`config.mk`:
```
export PLATFORM = sky130hd
export DESIGN_NAME = iob_axi_m_axis_m_read_int
export DESIGN_NICKNAME = d
export VERILOG_FILES = /design/src/rtl/iob_axi_m_axis_m_read_int_pkg.sv /design/src/rtl/iob_axis_skid_buf.sv /design/src/rtl/iob_axi_m_axis_m_read_int.sv
export SDC_FILE = /design/constraint.sdc
export NUM_CORES = 1
export LEC_CHECK = 0
export ABC_AREA = 0
export CAP_MARGIN = 40
export CORE_MARGIN = 2
export CORE_UTILIZATION = 28
export CTS_BUF_LIST = sky130_fd_sc_hd__clkbuf_4 sky130_fd_sc_hd__clkbuf_8
export CTS_CLUSTER_DIAMETER = 120
export DETAILED_ROUTE_END_ITERATION = 8
export PLACE_DENSITY = 0.52
export SYNTH_ARGS = -nofsm -noshare
export SYNTH_HDL_FRONTEND = slang
export SYNTH_SLANG_ARGS = --single-unit
```
`constraint.sdc`:
```
create_clock -name clk_i -period 4.4 [get_ports clk_i]
set_clock_uncertainty 0.05 [all_clocks]
set_input_delay 0.44 -clock clk_i [delete_from_list [all_inputs] [get_ports clk_i]]
set_output_delay 0.44 -clock clk_i [all_outputs]
set_load 0.03 [all_outputs]
```
`src/rtl/iob_axi_m_axis_m_read_int_pkg.sv`:
```
// Shared FSM encodings and AXI constants for the AXI-read to AXIS engine.
package iob_axi_m_axis_m_read_int_pkg;

  typedef enum logic [1:0] {
    ST_IDLE = 2'd0,
    ST_ADDR = 2'd1,
    ST_DATA = 2'd2
  } state_t;

  localparam logic [2:0] SIZE_4B    = 3'd2;
  localparam logic [1:0] BURST_INCR = 2'b01;
  localparam logic [3:0] CACHE_BUF  = 4'd2;

  localparam int BOUNDARY_4K = 4096;
  localparam int WORDS_4K    = BOUNDARY_4K / 4;

endpackage

```
`src/rtl/iob_axis_skid_buf.sv`:
```
// 2-entry FIFO-ordered skid buffer carrying {last,data}; push to head-valid is 1 cycle.
// Push and pop in one cycle are both honoured; room_nxt lets the producer register its ready.
module iob_axis_skid_buf #(
  parameter int DATA_W = 32
) (
  input  logic              clk_i,
  input  logic              cke_i,
  input  logic              rst_n_i,
  input  logic              in_vld,
  input  logic [DATA_W:0]   in_dat,
  output logic              out_vld,
  output logic [DATA_W:0]   out_dat,
  input  logic              out_rdy,
  output logic              room_nxt
);

  logic [DATA_W:0] ent0;
  logic [DATA_W:0] ent1;
  logic [1:0]      cnt;
  logic [1:0]      cnt_nxt;
  logic            push;
  logic            pop;

  assign out_vld  = (cnt != 2'd0);
  assign out_dat  = ent0;
  assign pop      = out_vld & out_rdy;
  assign push     = in_vld & (cnt != 2'd2);
  assign cnt_nxt  = cnt + 2'(push) - 2'(pop);
  assign room_nxt = (cnt_nxt != 2'd2);

  always_ff @(posedge clk_i) begin
    if (cke_i) begin
      if (!rst_n_i) begin
        cnt  <= 2'd0;
        ent0 <= '0;
        ent1 <= '0;
      end else begin
        cnt <= cnt_nxt;
        case ({push, pop})
          2'b10: begin
            if (cnt == 2'd0) ent0 <= in_dat;
            else             ent1 <= in_dat;
          end
          2'b01: ent0 <= ent1;
          2'b11: begin
            // With one entry the incoming word becomes the new head directly.
            if (cnt == 2'd1) begin
              ent0 <= in_dat;
            end else begin
              ent0 <= ent1;
              ent1 <= in_dat;
            end
          end
          default: ;
        endcase
      end
    end
  end

endmodule

```
`src/rtl/iob_axi_m_axis_m_read_int.sv`:
```
// AXI4 read engine: start -> one or two INCR bursts split at 4 KiB, data forwarded to AXIS.
// Start -> arvalid 1 cycle, R -> AXIS 1 cycle; rready is registered from skid buffer room.
module iob_axi_m_axis_m_read_int
  import iob_axi_m_axis_m_read_int_pkg::*;
#(
  parameter int AXI_ADDR_W = 24,
  parameter int AXI_DATA_W = 32,
  parameter int AXI_LEN_W  = 8,
  parameter int AXI_ID_W   = 1
) (
  input  logic                  clk_i,
  input  logic                  cke_i,
  input  logic                  rst_n_i,
  input  logic                  r_start_transfer_i,
  input  logic [AXI_ADDR_W-1:0] r_addr_i,
  input  logic [AXI_LEN_W:0]    r_length_i,
  output logic                  r_busy_o,
  output logic                  r_error_o,
  output logic [AXI_ID_W-1:0]   axi_arid_o,
  output logic [AXI_ADDR_W-1:0] axi_araddr_o,
  output logic [AXI_LEN_W-1:0]  axi_arlen_o,
  output logic [2:0]            axi_arsize_o,
  output logic [1:0]            axi_arburst_o,
  output logic [1:0]            axi_arlock_o,
  output logic [3:0]            axi_arcache_o,
  output logic [3:0]            axi_arqos_o,
  output logic                  axi_arvalid_o,
  input  logic                  axi_arready_i,
  input  logic [AXI_DATA_W-1:0] axi_rdata_i,
  input  logic [1:0]            axi_rresp_i,
  input  logic                  axi_rlast_i,
  input  logic                  axi_rvalid_i,
  output logic                  axi_rready_o,
  output logic [AXI_DATA_W-1:0] axis_out_data_o,
  output logic                  axis_out_valid_o,
  output logic                  axis_out_last_o,
  input  logic                  axis_out_ready_i
);

  localparam int LW1 = AXI_LEN_W + 1;
  localparam int WW  = (LW1 > 11) ? LW1 : 11;

  state_t                state;
  logic [AXI_ADDR_W-1:0] araddr_q;
  logic [AXI_LEN_W-1:0]  arlen_q;
  logic [AXI_LEN_W:0]    remaining_q;
  logic                  arvalid_q;
  logic                  rready_q;
  logic                  error_q;

  logic [WW-1:0]         w_to_bnd;
  logic [WW-1:0]         len_w;
  logic                  crosses;
  logic                  r_hs;
  logic                  r_final;
  logic                  data_nxt;
  logic                  buf_vld;
  logic [AXI_DATA_W:0]   buf_dat;
  logic                  buf_room_nxt;

  // Words left before the next 4 KiB boundary; the transfer crosses it exactly
  // when bit 12 of its last byte address differs from that of its first.
  assign w_to_bnd = WW'(WORDS_4K) - WW'(r_addr_i[11:2]);
  assign len_w    = WW'(r_length_i);
  assign crosses  = (len_w > w_to_bnd);

  assign r_hs     = axi_rvalid_i & rready_q;
  assign r_final  = (remaining_q == '0) & axi_rlast_i;
  assign data_nxt = ((state == ST_ADDR) & axi_arready_i) |
                    ((state == ST_DATA) & ~(r_hs & axi_rlast_i));

  always_ff @(posedge clk_i) begin
    if (cke_i) begin
      if (!rst_n_i) begin
        state       <= ST_IDLE;
        araddr_q    <= '0;
        arlen_q     <= '0;
        remaining_q <= '0;
        arvalid_q   <= 1'b0;
        rready_q    <= 1'b0;
        error_q     <= 1'b0;
      end else begin
        rready_q <= data_nxt & buf_room_nxt;
        case (state)
          ST_IDLE: begin
            if (r_start_transfer_i && (r_length_i != '0)) begin
              araddr_q  <= r_addr_i;
              arvalid_q <= 1'b1;
              error_q   <= 1'b0;
              state     <= ST_ADDR;
              if (crosses) begin
                arlen_q     <= AXI_LEN_W'(w_to_bnd - WW'(1));
                remaining_q <= LW1'(len_w - w_to_bnd);
              end else begin
                arlen_q     <= AXI_LEN_W'(len_w - WW'(1));
                remaining_q <= '0;
              end
            end
          end
          ST_ADDR: begin
            if (axi_arready_i) begin
              arvalid_q <= 1'b0;
              state     <= ST_DATA;
            end
          end
          ST_DATA: begin
            if (r_hs && (axi_rresp_i != 2'b00)) error_q <= 1'b1;
            if (r_hs && axi_rlast_i) begin
              if (remaining_q == '0) begin
                state <= ST_IDLE;
              end else begin
                araddr_q    <= araddr_q + ((AXI_ADDR_W'(arlen_q) + AXI_ADDR_W'(1)) << 2);
                arlen_q     <= AXI_LEN_W'(remaining_q - LW1'(1));
                remaining_q <= '0;
                arvalid_q   <= 1'b1;
                state       <= ST_ADDR;
              end
            end
          end
          default: state <= ST_IDLE;
        endcase
      end
    end
  end

  iob_axis_skid_buf #(
    .DATA_W (AXI_DATA_W)
  ) u_skid (
    .clk_i    (clk_i),
    .cke_i    (cke_i),
    .rst_n_i  (rst_n_i),
    .in_vld   (r_hs),
    .in_dat   ({r_final, axi_rdata_i}),
    .out_vld  (buf_vld),
    .out_dat  (buf_dat),
    .out_rdy  (axis_out_ready_i),
    .room_nxt (buf_room_nxt)
  );

  assign axis_out_valid_o = buf_vld;
  assign axis_out_data_o  = buf_dat[AXI_DATA_W-1:0];
  assign axis_out_last_o  = buf_vld & buf_dat[AXI_DATA_W];

  assign r_busy_o      = (state != ST_IDLE) | buf_vld;
  assign r_error_o     = error_q;
  assign axi_arid_o    = '0;
  assign axi_araddr_o  = araddr_q;
  assign axi_arlen_o   = arlen_q;
  assign axi_arsize_o  = SIZE_4B;
  assign axi_arburst_o = BURST_INCR;
  assign axi_arlock_o  = 2'b00;
  assign axi_arcache_o = CACHE_BUF;
  assign axi_arqos_o   = 4'd0;
  assign axi_arvalid_o = arvalid_q;
  assign axi_rready_o  = rready_q;

endmodule

```
### Word-level counts from Yosys, hierarchy flattened

Cells that the tools add are included.

* register bits: 114
* input bits: 75
* output and inout port bits: 86
* word-level logic and storage cells: 101

* add/sub/neg operators: 9
* $lt $le $gt $ge: 1
* eq/ne operators: 20
* mux-type cells: 33
* bitwise operators: 12
* reductions and logical operators: 16

Operators by type and width (number)
* 33-bit 2-to-1 mux: 4
* 33-bit case mux with 3 select lines: 1
* 24-bit 2-to-1 mux: 3
* 33-bit case mux with 2 select lines: 1
* 24-bit case mux with 2 select lines: 1
* 9-bit 2-to-1 mux: 4
* 8-bit 2-to-1 mux: 4
* 24-bit by 11-bit adder with 24-bit output: 1
* 8-bit by 1-bit subtractor with 8-bit output (second input constant): 3
* 9-bit case mux with 2 select lines: 1
* 8-bit case mux with 2 select lines: 1
* 3-bit inequality test (second input constant): 5
* 4-bit AND reduction: 3
* 9-bit by 11-bit greater-than comparator with 1-bit output: 1
* 11-bit by 10-bit subtractor with 11-bit output (first input constant): 1
* 8-bit by 1-bit adder with 9-bit output (second input constant): 1
* 1-bit bitwise AND: 9
* 9-bit zero test: 1
* 3-bit by 2-bit inequality test with 1-bit output (second input constant): 3
* 9-bit nonzero test: 1
* 9-bit subtractor: 1
* 4-bit by 1-bit inequality test with 1-bit output (second input constant): 2
* 1-bit 2-to-1 mux: 7
* 2-bit by 1-bit equality test with 1-bit output (second input constant): 3
* other kinds (17): 29

### Longest topological paths before layout

Gate-level depths: netlist of run 1.

* depth after elaboration: 6
* gate-level depth with buffers: 21
* mapped depth without buffers: 20

### Hierarchy

Synthesis of run 1 repeated with hierarchy kept, for this count alone.

* cells, all modules: 690
* area, all modules: 6927.9 µm²

By module, submodules not included
* iob_axi_m_axis_m_read_int: instances 1, cells an instance 456, area an instance 3968.8 µm², sequential area each 1381.3 µm²
* iob_axis_skid_buf: instances 1, cells an instance 234, area an instance 2959.1 µm², sequential area each 2042.0 µm²

### Least setup slack after synthesis of run 1

No wires, ideal clock.

* kind: input-to-reg
* start point: input r_addr_i[2]
* end point: register arlen_q[6], in the netlist axi_arlen_o[6] (data pin)
* setup time: 0.258 ns
* arrival time: 4.180 ns
* data required time: 4.092 ns
* setup slack: -0.088 ns
* cell stages on the path: 21
* buffers on the path: 1
* cells stage by stage: inv_1 > ha_1 > nor3b_1 > nand2b_1 > nor2_1 > xnor2_1 > inv_1 > ha_1 > or3b_2 > a211oi_1 > nor2_1 > a2111oi_2 > clkbuf_1 > or3_1 > nand3_1 > inv_1 > ha_1 > inv_1 > nor3_1 > nand3b_1 > mux2i_1

* word-level cells in the longest chain between the ends: 5
* elaborated cells between the ends (all ways): 6
* classes of those cells: 2 x add/sub; 1 x order compare; 3 x mux

RTL lines
* start, declared: RTL line iob_axi_m_axis_m_read_int.sv:15 `input logic [AXI_ADDR_W-1:0] r_addr_i,`
* 11-bit by 10-bit subtractor with 11-bit output (*): RTL line iob_axi_m_axis_m_read_int.sv:63 `assign w_to_bnd = WW'(WORDS_4K) - WW'(r_addr_i[11:2]);`
* 9-bit by 11-bit greater-than comparator with 1-bit output or 8-bit by 1-bit subtractor with 8-bit output (tied branches): RTL line iob_axi_m_axis_m_read_int.sv:65, iob_axi_m_axis_m_read_int.sv:92
* 8-bit 2-to-1 mux (*): RTL line iob_axi_m_axis_m_read_int.sv:91 `if (crosses) begin`
* 8-bit 2-to-1 mux (*): RTL line iob_axi_m_axis_m_read_int.sv:86 `if (r_start_transfer_i && (r_length_i != '0)) begin`
* 8-bit case mux with 2 select lines (*): RTL line iob_axi_m_axis_m_read_int.sv:84 `case (state)`
* end signal, assigned: RTL line iob_axi_m_axis_m_read_int.sv:92 `arlen_q <= AXI_LEN_W'(w_to_bnd - WW'(1));`
* end signal, assigned: RTL line iob_axi_m_axis_m_read_int.sv:95 `arlen_q <= AXI_LEN_W'(len_w - WW'(1));`
* end signal, assigned: RTL line iob_axi_m_axis_m_read_int.sv:113 `arlen_q <= AXI_LEN_W'(remaining_q - LW1'(1));`
* end, declared: RTL line iob_axi_m_axis_m_read_int.sv:45 `logic [AXI_LEN_W-1:0] arlen_q;`

Mark *: on every way between the ends. The rest lies on a longest branch, timed or not. The select of a mux whose other input is x is not followed.
A chain may end at the register's enable or synchronous reset.

### Worst setup path in the final report of run 1

* start point: input r_addr_i[5]
* end point: register arlen_q[7], in the netlist axi_arlen_o[7] (data pin)

Same word-level chain as after synthesis.

==> results of run 1 <==
-- cell usage after synthesis (3+ instances only) --
master	count	area, µm²
o21a_1	4	30.0
o2111ai_1	3	26.3
o211ai_1	3	22.5
nand3_1	17	85.1
edfxtp_1	114	3420
xnor2_1	25	219
o21ai_0	22	110
nor4_1	5	31.3
a21o_1	8	60.1
and2_1	36	225
o2bb2a_1	4	40.0
buf_4	48	360
a311oi_1	4	35.0
ha_1	21	263
a31oi_1	6	37.5
a211oi_1	5	37.5
clkbuf_1	28	105
or3_1	13	81.3
nand2b_1	4	25.0
and3_1	11	68.8
o21bai_1	4	30.0
nor2b_1	3	18.8
a21oi_1	65	325
xor2_1	11	96.3
inv_1	24	90.1
nand3b_1	3	22.5
nor3_1	4	20.0
nand2_1	114	428
nor2_1	37	139
nand4_1	4	25.0
mux2i_1	5	50.1
-- layout make-up --
| type | instances | area [µm²] | area share [%] |
|---|---|---|---|
| flip-flops and latches | 114 | 3420 | 37.3 |
| multi-input cells | 496 | 3090 | 33.6 |
| repair buffers | 193 | 1820 | 19.9 |
| well taps | 324 | 405 | 4.42 |
| clock buffers | 17 | 234 | 2.55 |
| clock inverters | 15 | 113 | 1.23 |
| inverters | 25 | 93.8 | 1.02 |
-- metrics by stage --
step | setup TNS [ns] | worst slack [ns]
final | 0 | 0.254
after global routing | 0 | 0.0665
after CTS | 0 | 0.0421
after detailed placement | -2.58 | -0.462
after global placement | -2.07 | -0.384
after floorplan | 0 | 0.0337
-- logic make-up (layout without fill, tap and decap cells) --
family	after synthesis	in the layout	synth area share, %
XOR/XNOR	36	36	4.53
multiplexers	6	6	0.936
AO/OA/AOI/OAI	150	150	13.9
AND/OR/NAND/NOR	263	263	18.3
other	2	16	0.108
adder cells (fa/ha/maj)	25	25	4.64
flip-flops	114	114	49.2
buffers and inverters	105	250	8.39
-- sequential cells by signal, indices dropped and copies added, names as in the netlist, 2 cells and up --
register and flops:
axi_araddr_o 24, axi_arlen_o 8, remaining_q 9, state 2, u_skid.cnt 2, u_skid.ent1 33
u_skid.out_dat 33
-- path summary, 6_finish.rpt --
kind,end,slack (ns),cells past startpoint
max,axi_arlen_o[7],0.25,16
min,axi_araddr_o[3],0.42,3
min reg2reg,u_skid.out_dat[20],0.54,2
max reg2reg,axi_araddr_o[20],0.66,11
-- layout by cell type (no fill, tap or decap), types with 4 or more instances in the layout --
master,n
mux2i_1,4
a21o_1,8
clkdlybuf4s50_1,140
o21a_1,4
inv_1,24
o21bai_1,4
o21ai_0,22
and3_1,10
o2bb2a_1,4
nand2b_1,4
a21oi_1,63
a31oi_1,6
nand4_1,4
edfxtp_1,114
clkinv_4,5
clkbuf_8,17
buf_4,48
nand2_1,114
xnor2_1,25
nand3_1,17
a311oi_1,4
xor2_1,10
conb_1,16
ha_1,21
a211oi_1,5
nor4_1,5
and2_1,36
or3_1,13
clkinv_2,4
nor2_1,36
-- metal layers --
layer / track usage [%] / up-vias
met5: 0 / -
met4: 4.63 / 0
met3: 3.16 / 22
met2: 22.8 / 131
met1: 19.1 / 2548
li1: - / 2723
-- power by group through the flow --
stage	logic (mW)	registers, mW	clock network, mW
6_report	0.821	1.35	0.868
5_1_grt	0.895	1.36	0.950
2_1_floorplan	0.479	1.41	0
3_3_place_gp	0.815	1.37	0
3_5_place_dp	0.819	1.37	0
4_1_cts	0.825	1.35	0.902
-- timing repair --
item | 4_1_cts | 5_1_grt
pin swaps | 0 | 8
endpoints found under the setup margin | 1 | 6
resized for setup | 1 | 12
buffers inserted | 0 | 4
-- worst reg2reg max path, stage by stage (launching register included) --
cell and delay [ns]:
edfxtp_1 0.47, ha_1 0.37, fa_1 0.45, a21o_1 0.18
a21oi_1 0.23, o21bai_1 0.09, a21oi_1 0.26, o21bai_1 0.11
a21oi_1 0.37, a2bb2oi_1 0.52, o21ai_0 0.18, a311oi_1 0.29
==> flow_summary.yaml, run 1 <==
outcome:
  status: "finished, final reports clean"
sta:
  layout_min_cycle_time_ns: 4.15
  fmax_mhz: 241
  finalSetupViolCount: 0
  worst_pin_slew_ns: 0.649
  finalCritPeriodShare_pct: 94.2
  hold_viol_final: 0
  hold_ws_ns: 0.421
  rsz0062_at_grt: "no"
  relSlewSlack_pct: 56.5
  slew_violations: 0
hold_path:
  min-delay-start: "r_addr_i[3]"
  hold_class: "input port to register"
pwr:
  p_clk_share_pct: 28.6
  p_seq_share_pct: 44.4
  power.leakage_nw: 3.47
  pwr-share-comb_pct: 27.1
  internal_power_mw: 2.05
  p_sw_mw: 0.991
  power.total_mw: 3.04
  irDropWorstVdd_uv: 136
  power_density_nw_per_um2: 331
  p_sw_share_pct: 32.6
place:
  portBuffers: 144
  dpl_cell_area_um2: 8740
  dpl.hpwl_mm: 13.6
  gp_congestion: 0.834
  post-place-cells: 1148
critical_path:
  critPathMaxFanout: 6
  cp.required_ns: 4.64
  slowest_delay_ns: 0.57
  critPathLaunchType: "input port"
  critPathSlowestCell: "or4_4"
  startpoint: "r_addr_i[5]"
  cp_top_family: "simple AND/OR/NAND/NOR gates"
  r2r-start: "axi_arlen_o[0]"
  worst-setup-path-type: "input port to register"
  path_cells: "clkdlybuf4s50_1 -> or4_4 -> or2_4 -> nor3_4 -> xor2_2 -> ha_1 -> nand2_1 -> nor3_2 -> mux2i_2 -> or4_4 -> buf_4 -> o2bb2a_1 -> and3_1 -> o211a_1 -> a31o_1 -> a21oi_2"
  cp.arrival_ns: 4.39
  cp_num_buf_inv: 2
  crit_top_cell: "or4_4"
  critPathCaptureType: "register"
synth:
  ys.flop_type: "edfxtp_1"
  synth-seq-cells: 114
  synth-async-reset-ratio_pct: 0
  syn-instance-count: 701
  seq_area_frac_synth_pct: 49.2
  syn_avg_cell_area_um2: 9.92
  mappedNetlistArea_um2: 6950
  synth_edf_count: 114
  synth_cell_types: 66
  yosys_warnings: 0
die:
  die_h_um: 162
  dieArea_um2: 26100
  num_rows: 57
  fp.dieW_um: 162
  start_util_pct: 28.6
  coreArea_um2: 24300
  io_pins: 161
detailed_routing:
  first_pass_iters: 6
  drc: 0
  wl_met2_mm: 8.91
  initialDrtViolationCount: 326
  wl_met1_mm: 8.66
  via_per_inst: 4.58
  ant_nets: 0
  routed.top_layer: "met4"
  drt-total-wl_mm: 18.6
  wl_per_cell_um: 15.7
  wl_met3_um: 805
  vias: 5424
clocking:
  cts_tree: "done"
  ctsHoldBuffers: 0
  clk_latency_ns: 0.43
  cts_root_buf: "clkbuf_8"
  h-tree-depth: 4
  clock_path_buffers: 2
  cts_buffers: 17
  path_clk_slew_ns: 0.08
  cts_num_sinks: 114
global_route:
  grt_pass1_wl_mm: 28.8
  track_usage_pct: 14.2
  grt_pass1_vias: 5172
  grt_max_degree: 51
  antenna_found_initial: 0
  grt-ovfl-total: 0
finish:
  fillers: 2484
  post-route-util_pct: 37.7
  drive_above_1_share_pct: 12.8
  n_antenna_cell: 0
  final_cells: 1184
  finish.instance_area_um2: 9180
  num-nets-final: 945
  syn2layout_area_growth_pct: 32.0
run:
  cap_violations: 0
No activity file was read; power rests on OpenSTA's default activity.
==> run 2: changes to the inputs <==
Settings changed: ABC_AREA 0 to 1, PLACE_DENSITY 0.52 to 0.51.
==> run 2 against run 1 <==
First-iteration DRC count down 17%. Critical endpoint is now axi_araddr_o[22]. Core utilization down 1.1 points. Sequential cell count unchanged. Register-to-register slack better by 0.14 ns. Largest cell class unchanged. Final cell count up 6.8%. Critical path depth up 3. Via count up 2.1%. Clock power up 16%.
==> flow_summary.yaml, run 2 <==
outcome:
  status: "finished, final reports clean"
critical_path:
  startpoint: "axi_arlen_o[0]"
  reg2reg_depth: 19
  timing.rr.end: "axi_araddr_o[22]"
  crit_top_cell: "nand2_1"
  critPathLaunchType: "register"
  critPathMaxFanout: 4
  cp.required_ns: 4.56
  path_cells: "ha_1 -> nand3_1 -> nor3b_1 -> xnor2_1 -> inv_1 -> ha_1 -> nand2_1 -> nor3_1 -> nand2_1 -> o211ai_1 -> a21oi_1 -> nor2_1 -> nand2_1 -> nor3b_2 -> nand3_1 -> nor2_1 -> xor2_1 -> o21ai_1 -> inv_1"
  slowest_delay_ns: 0.42
  cp_num_buf_inv: 2
  r2r-start: "axi_arlen_o[0]"
  critPathSlowestCell: "edfxtp_1"
  worst-setup-path-type: "register to register"
  r2r_slack_ns: 0.80
  crit_path_end: "axi_araddr_o[22]"
  critPathCaptureType: "register"
  cp.arrival_ns: 3.76
  cp_top_family: "simple AND/OR/NAND/NOR gates"
  cp_num_cells: 19
detailed_routing:
  routed.top_layer: "met4"
  initialDrtViolationCount: 270
  ant_nets: 0
  wl_met1_mm: 8.82
  vias: 5540
  wl_met2_mm: 8.44
  drc: 0
  wl_per_cell_um: 14.6
  first_pass_iters: 7
  wl_met3_um: 917
  via_per_inst: 4.38
  drt-total-wl_mm: 18.4
clocking:
  cts_root_buf: "clkbuf_8"
  cts_tree: "done"
  clock_path_buffers: 2
  h-tree-depth: 4
  ctsHoldBuffers: 0
  cts_num_sinks: 114
  path_clk_slew_ns: 0.09
  cts_buffers: 17
  cts_resized: 0
  post_cts_buffers: 0
  clk_latency_ns: 0.44
sta:
  slew_violations: 0
  setup-tns-final_ns: 0
  rsz0062_at_grt: "no"
  finalCritPeriodShare_pct: 81.9
  relSlewSlack_pct: 47.4
  hold_ws_ns: 0.508
  worst_pin_slew_ns: 0.779
  setup_ws_ns: 0.797
  layout_min_cycle_time_ns: 3.60
  finalSetupViolCount: 0
  hold_viol_final: 0
  fmax_mhz: 278
place:
  portBuffers: 144
  place_ws_ns: 0.363
  dpl_cell_area_um2: 8580
  dpl.hpwl_mm: 13.4
  post-place-cells: 1232
  gp_congestion: 0.886
synth:
  synth_edf_count: 114
  synth_top_cell_area_share_pct: 48.7
  yosysTopAreaCell: "edfxtp_1"
  ys_top_cells_by_area: "edfxtp_1, nor2_1, nand2_1"
  yosys_warnings: 0
  synth_cell_types: 44
  syn-instance-count: 813
  yosys.cell_count.top_type: "nor2_1"
  mappedNetlistArea_um2: 7030
  ys.flop_type: "edfxtp_1"
  syn_avg_cell_area_um2: 8.64
  seq_area_frac_synth_pct: 48.7
  synth-async-reset-ratio_pct: 0
  synth-seq-cells: 114
  synth_common_cells: "nor2_1, nand2_1, edfxtp_1"
die:
  fp.dieW_um: 162
  num_rows: 57
  dieArea_um2: 26400
  die_h_um: 162
  coreArea_um2: 24500
  io_pins: 161
  start_util_pct: 28.7
finish:
  num-nets-final: 1025
  finish.instance_area_um2: 8970
  syn2layout_area_growth_pct: 27.7
  drive_above_1_share_pct: 8.83
  final_cell_mix: "clkdlybuf4s50_1, nor2_1, nand2_1"
  fillers: 2470
  post-route-util_pct: 36.7
  n_antenna_cell: 0
  final_cells: 1264
  layout_commonest_cell: "clkdlybuf4s50_1"
  seq_area_um2: 3420
  multiInputGateArea_um2: 2810
pwr:
  p_seq_share_pct: 42.8
  power_density_nw_per_um2: 349
  internal_power_mw: 2.07
  p_sw_mw: 1.06
  power.total_mw: 3.13
  irDropWorstVdd_uv: 120
  power.leakage_nw: 3.90
  pwr-share-comb_pct: 24.8
  p_clk_share_pct: 32.4
  p_sw_share_pct: 34.0
run:
  cap_violations: 0
hold_path:
  hold_class: "register to register"
  hold_path_depth: 2
global_route:
  grt-ovfl-total: 0
  grt_pass1_vias: 5425
  grt_pass1_wl_mm: 29.5
  track_usage_pct: 14.5
  grt_max_degree: 74
  antenna_found_initial: 0
==> run 2: logic make-up (layout without fill, tap and decap cells) <==
family	count (synthesis)	in the layout	share of synthesized area, %
flip-flops	114	114	48.7
AO/OA/AOI/OAI	122	122	9.56
buffers and inverters	184	297	12.4
other	2	16	0.107
AND/OR/NAND/NOR	339	339	21.3
adder cells (fa/ha/maj)	23	23	4.31
XOR/XNOR	29	29	3.62
==> run 2: layout make-up <==
type	instances	area share [%]
Sequential cell	114	38.1
Multi-Input combinational cell	529	31.3
Timing Repair Buffer	153	17.0
Inverter	112	4.68
Tap cell	324	4.52
Clock buffer	17	2.61
Clock inverter	15	1.78
==> run 2: worst reg2reg max path, delay by kind of cell (launching register included) <==
family	cells	cell delay, ns
simple gates	10	1.61
compound gates	3	0.43
flops	1	0.42
fa+ha+maj	2	0.54
xor+xnor	2	0.24
buf+inv	2	0.10
==> run 2: routing by layer <==
layer / vias up / GRT usage [%]
li1: 2829 / -
met1: 2528 / 19.9
met2: 163 / 23.0
met3: 20 / 2.67
met4: 0 / 4.91
met5: - / 0
==> run 2: worst min-delay path by stage <==
stage                     from                 end
6_report       u_skid.ent1[31]  u_skid.out_dat[31]
5_1_grt                rst_n_i      axi_arlen_o[5]
4_1_cts                rst_n_i      axi_arlen_o[5]
3_5_place_dp   u_skid.ent1[22]  u_skid.out_dat[22]
3_3_place_gp   u_skid.ent1[30]  u_skid.out_dat[30]
2_1_floorplan   u_skid.ent1[0]   u_skid.out_dat[0]
==> run 2: power groups by stage <==
stage | sequential (mW) | combinational (mW) | clock, mW
after floorplan | 1.41 | 0.471 | 0
after CTS | 1.34 | 0.786 | 1.05
after detailed placement | 1.37 | 0.782 | 0
after global routing | 1.35 | 0.863 | 1.10
after global placement | 1.36 | 0.780 | 0
final | 1.34 | 0.776 | 1.01
==> run 3: changes to the inputs <==
Settings changed: PLACE_DENSITY 0.51 to 0.5.
Clock period 4.4 ns to 3.5 ns, I/O delays scaled along.
==> run 3 against run 2 <==
Register-to-register slack got worse by 0.60 ns. Routed wire length increased by 0.94%. Setup slack got worse by 0.60 ns. Die area unchanged. Count of clock-buffer cells in the layout unchanged. Non-clock buffer count increased by 50. Hold slack got worse by 0.12 ns. Cell area increased by 5.0%. Sequential cell count unchanged. Sequential power increased by 26%. Total power increased by 27%. Largest power group unchanged.
==> flow_summary.yaml, run 3 (same netlist as run 2, synthesis figures left out) <==
finish:
  post-route-util_pct: 38.5
  final_cell_mix: "clkdlybuf4s50_1, nor2_1, nand2_1"
  final_cells: 1314
  num-nets-final: 1075
  n_antenna_cell: 0
  layout_commonest_cell: "clkdlybuf4s50_1"
  fillers: 2487
  syn2layout_area_growth_pct: 34.1
  finish.instance_area_um2: 9420
  drive_above_1_share_pct: 14.8
critical_path:
  worst-setup-path-type: "register to register"
  slowest_delay_ns: 0.38
  cp.arrival_ns: 3.46
  startpoint: "axi_arlen_o[1]"
  path_cells: "buf_4 -> nand3_2 -> nand3b_1 -> nor2_1 -> nand2_1 -> xor2_1 -> inv_1 -> ha_4 -> nand2_2 -> nor3_2 -> nand2_1 -> o211ai_1 -> a21oi_2 -> nor2_2 -> nand2_2 -> nor3b_2 -> nand3_1 -> nor2_1 -> xor2_1 -> o21ai_1 -> inv_1"
  critPathSlowestCell: "edfxtp_1"
  critPathMaxFanout: 2
  critPathCaptureType: "register"
  critPathLaunchType: "register"
  reg2reg_depth: 21
  cp.required_ns: 3.66
  r2r-start: "axi_arlen_o[1]"
global_route:
  grt_pass1_wl_mm: 28.5
  antenna_found_initial: 0
  grt_pass1_vias: 5291
  grt_max_degree: 74
  grt-ovfl-total: 0
  track_usage_pct: 14.0
clocking:
  cts_tree: "done"
  clock_path_buffers: 2
  path_clk_slew_ns: 0.09
  cts_buffers: 17
  clk_latency_ns: 0.45
  cts_root_buf: "clkbuf_8"
  cts_num_sinks: 114
  h-tree-depth: 4
die:
  num_rows: 57
  fp.dieW_um: 162
  start_util_pct: 28.7
  die_h_um: 162
  coreArea_um2: 24500
  io_pins: 161
  dieArea_um2: 26400
detailed_routing:
  ant_nets: 0
  drt-total-wl_mm: 18.6
  vias: 5658
  first_pass_iters: 4
  initialDrtViolationCount: 294
  wl_per_cell_um: 14.2
  via_per_inst: 4.31
  drc: 0
pwr:
  power.leakage_nw: 4.14
  power_density_nw_per_um2: 421
  irDropWorstVdd_uv: 159
sta:
  slew_violations: 0
  layout_min_cycle_time_ns: 3.30
  relSlewSlack_pct: 53.6
  finalSetupViolCount: 0
  rsz0062_at_grt: "yes"
  hold_ws_ns: 0.391
  finalCritPeriodShare_pct: 94.4
  fmax_mhz: 303
  hold_viol_final: 0
  setup-tns-final_ns: 0
  worst_pin_slew_ns: 0.697
place:
  post-place-cells: 1277
  gp_congestion: 0.863
  portBuffers: 144
  dpl.hpwl_mm: 13.9
  dpl_cell_area_um2: 8910
outcome:
  status: "finished, final reports clean"
hold_path:
  min-delay-start: "rst_n_i"
  hold_path_depth: 3
  hold_class: "input port to register"
run:
  cap_violations: 0
-- run 3: cell count changes in the layout (fill, tap and decap cells not counted), sizes merged --
cell      before  now
buf           10   60
inv          121  116
clkinv         3    7
clkinvlp       2    3
-- run 3: critical path, delay by kind of cell, from the launching register on --
kind | cells | cell delay [ns]
xor gates and xnor gates | 2 | 0.21
AOI/OAI and AO/OA | 3 | 0.44
DFF | 1 | 0.38
buffers and inverters | 3 | 0.26
and+or+nand+nor | 12 | 1.47
adders and majority gates | 1 | 0.27
-- run 3: worst paths after layout --
check | to | slack, ns
max | axi_araddr_o[22] | 0.20
min | axi_arlen_o[5] | 0.39
max reg2reg | axi_araddr_o[22] | 0.20
min reg2reg | u_skid.out_dat[25] | 0.50
-- run 3: what timing repair did --
item | 4_1_cts | 5_1_grt
hold buffers | 0 | 0
buffers inserted | 0 | 4
gates resized for setup | 1 | 14
endpoints found under the setup margin | 1 | 11
pin swaps | 0 | 8
-- run 3: through the flow --
stage / setup WS (ns) / total power, mW
after floorplan: 0.156 / 2.36
after global placement: -0.0207 / 2.76
after detailed placement: -0.0906 / 2.76
after CTS: 0.0163 / 4.00
after global routing: -0.0927 / 4.19
final: 0.197 / 3.97
-- run 3: final cells by class --
cell class | count | area, µm² | area share (%)
clock buffers | 17 | 234 | 2.48
inverters | 112 | 420 | 4.46
repair buffers | 203 | 1920 | 20.3
multi-input cells | 529 | 2880 | 30.5
flip-flops and latches | 114 | 3420 | 36.3
well taps | 324 | 405 | 4.30
clock inverters | 15 | 150 | 1.59
-- run 3: routing by layer --
layer / global-route usage, % / share of wire, %
met1: 19.0 / 47
met2: 22.9 / 46
met3: 2.93 / 5.6
met4: 3.86 / 0.96
met5: 0 / 0
-- run 3: report_power, final --
part	switching [mW]	leakage, nW	internal, mW	total [mW]
clock	0.640	0.187	0.581	1.22
combinational	0.620	2.84	0.441	1.06
sequential	0.0570	1.11	1.63	1.69
total	1.32	4.14	2.65	3.97
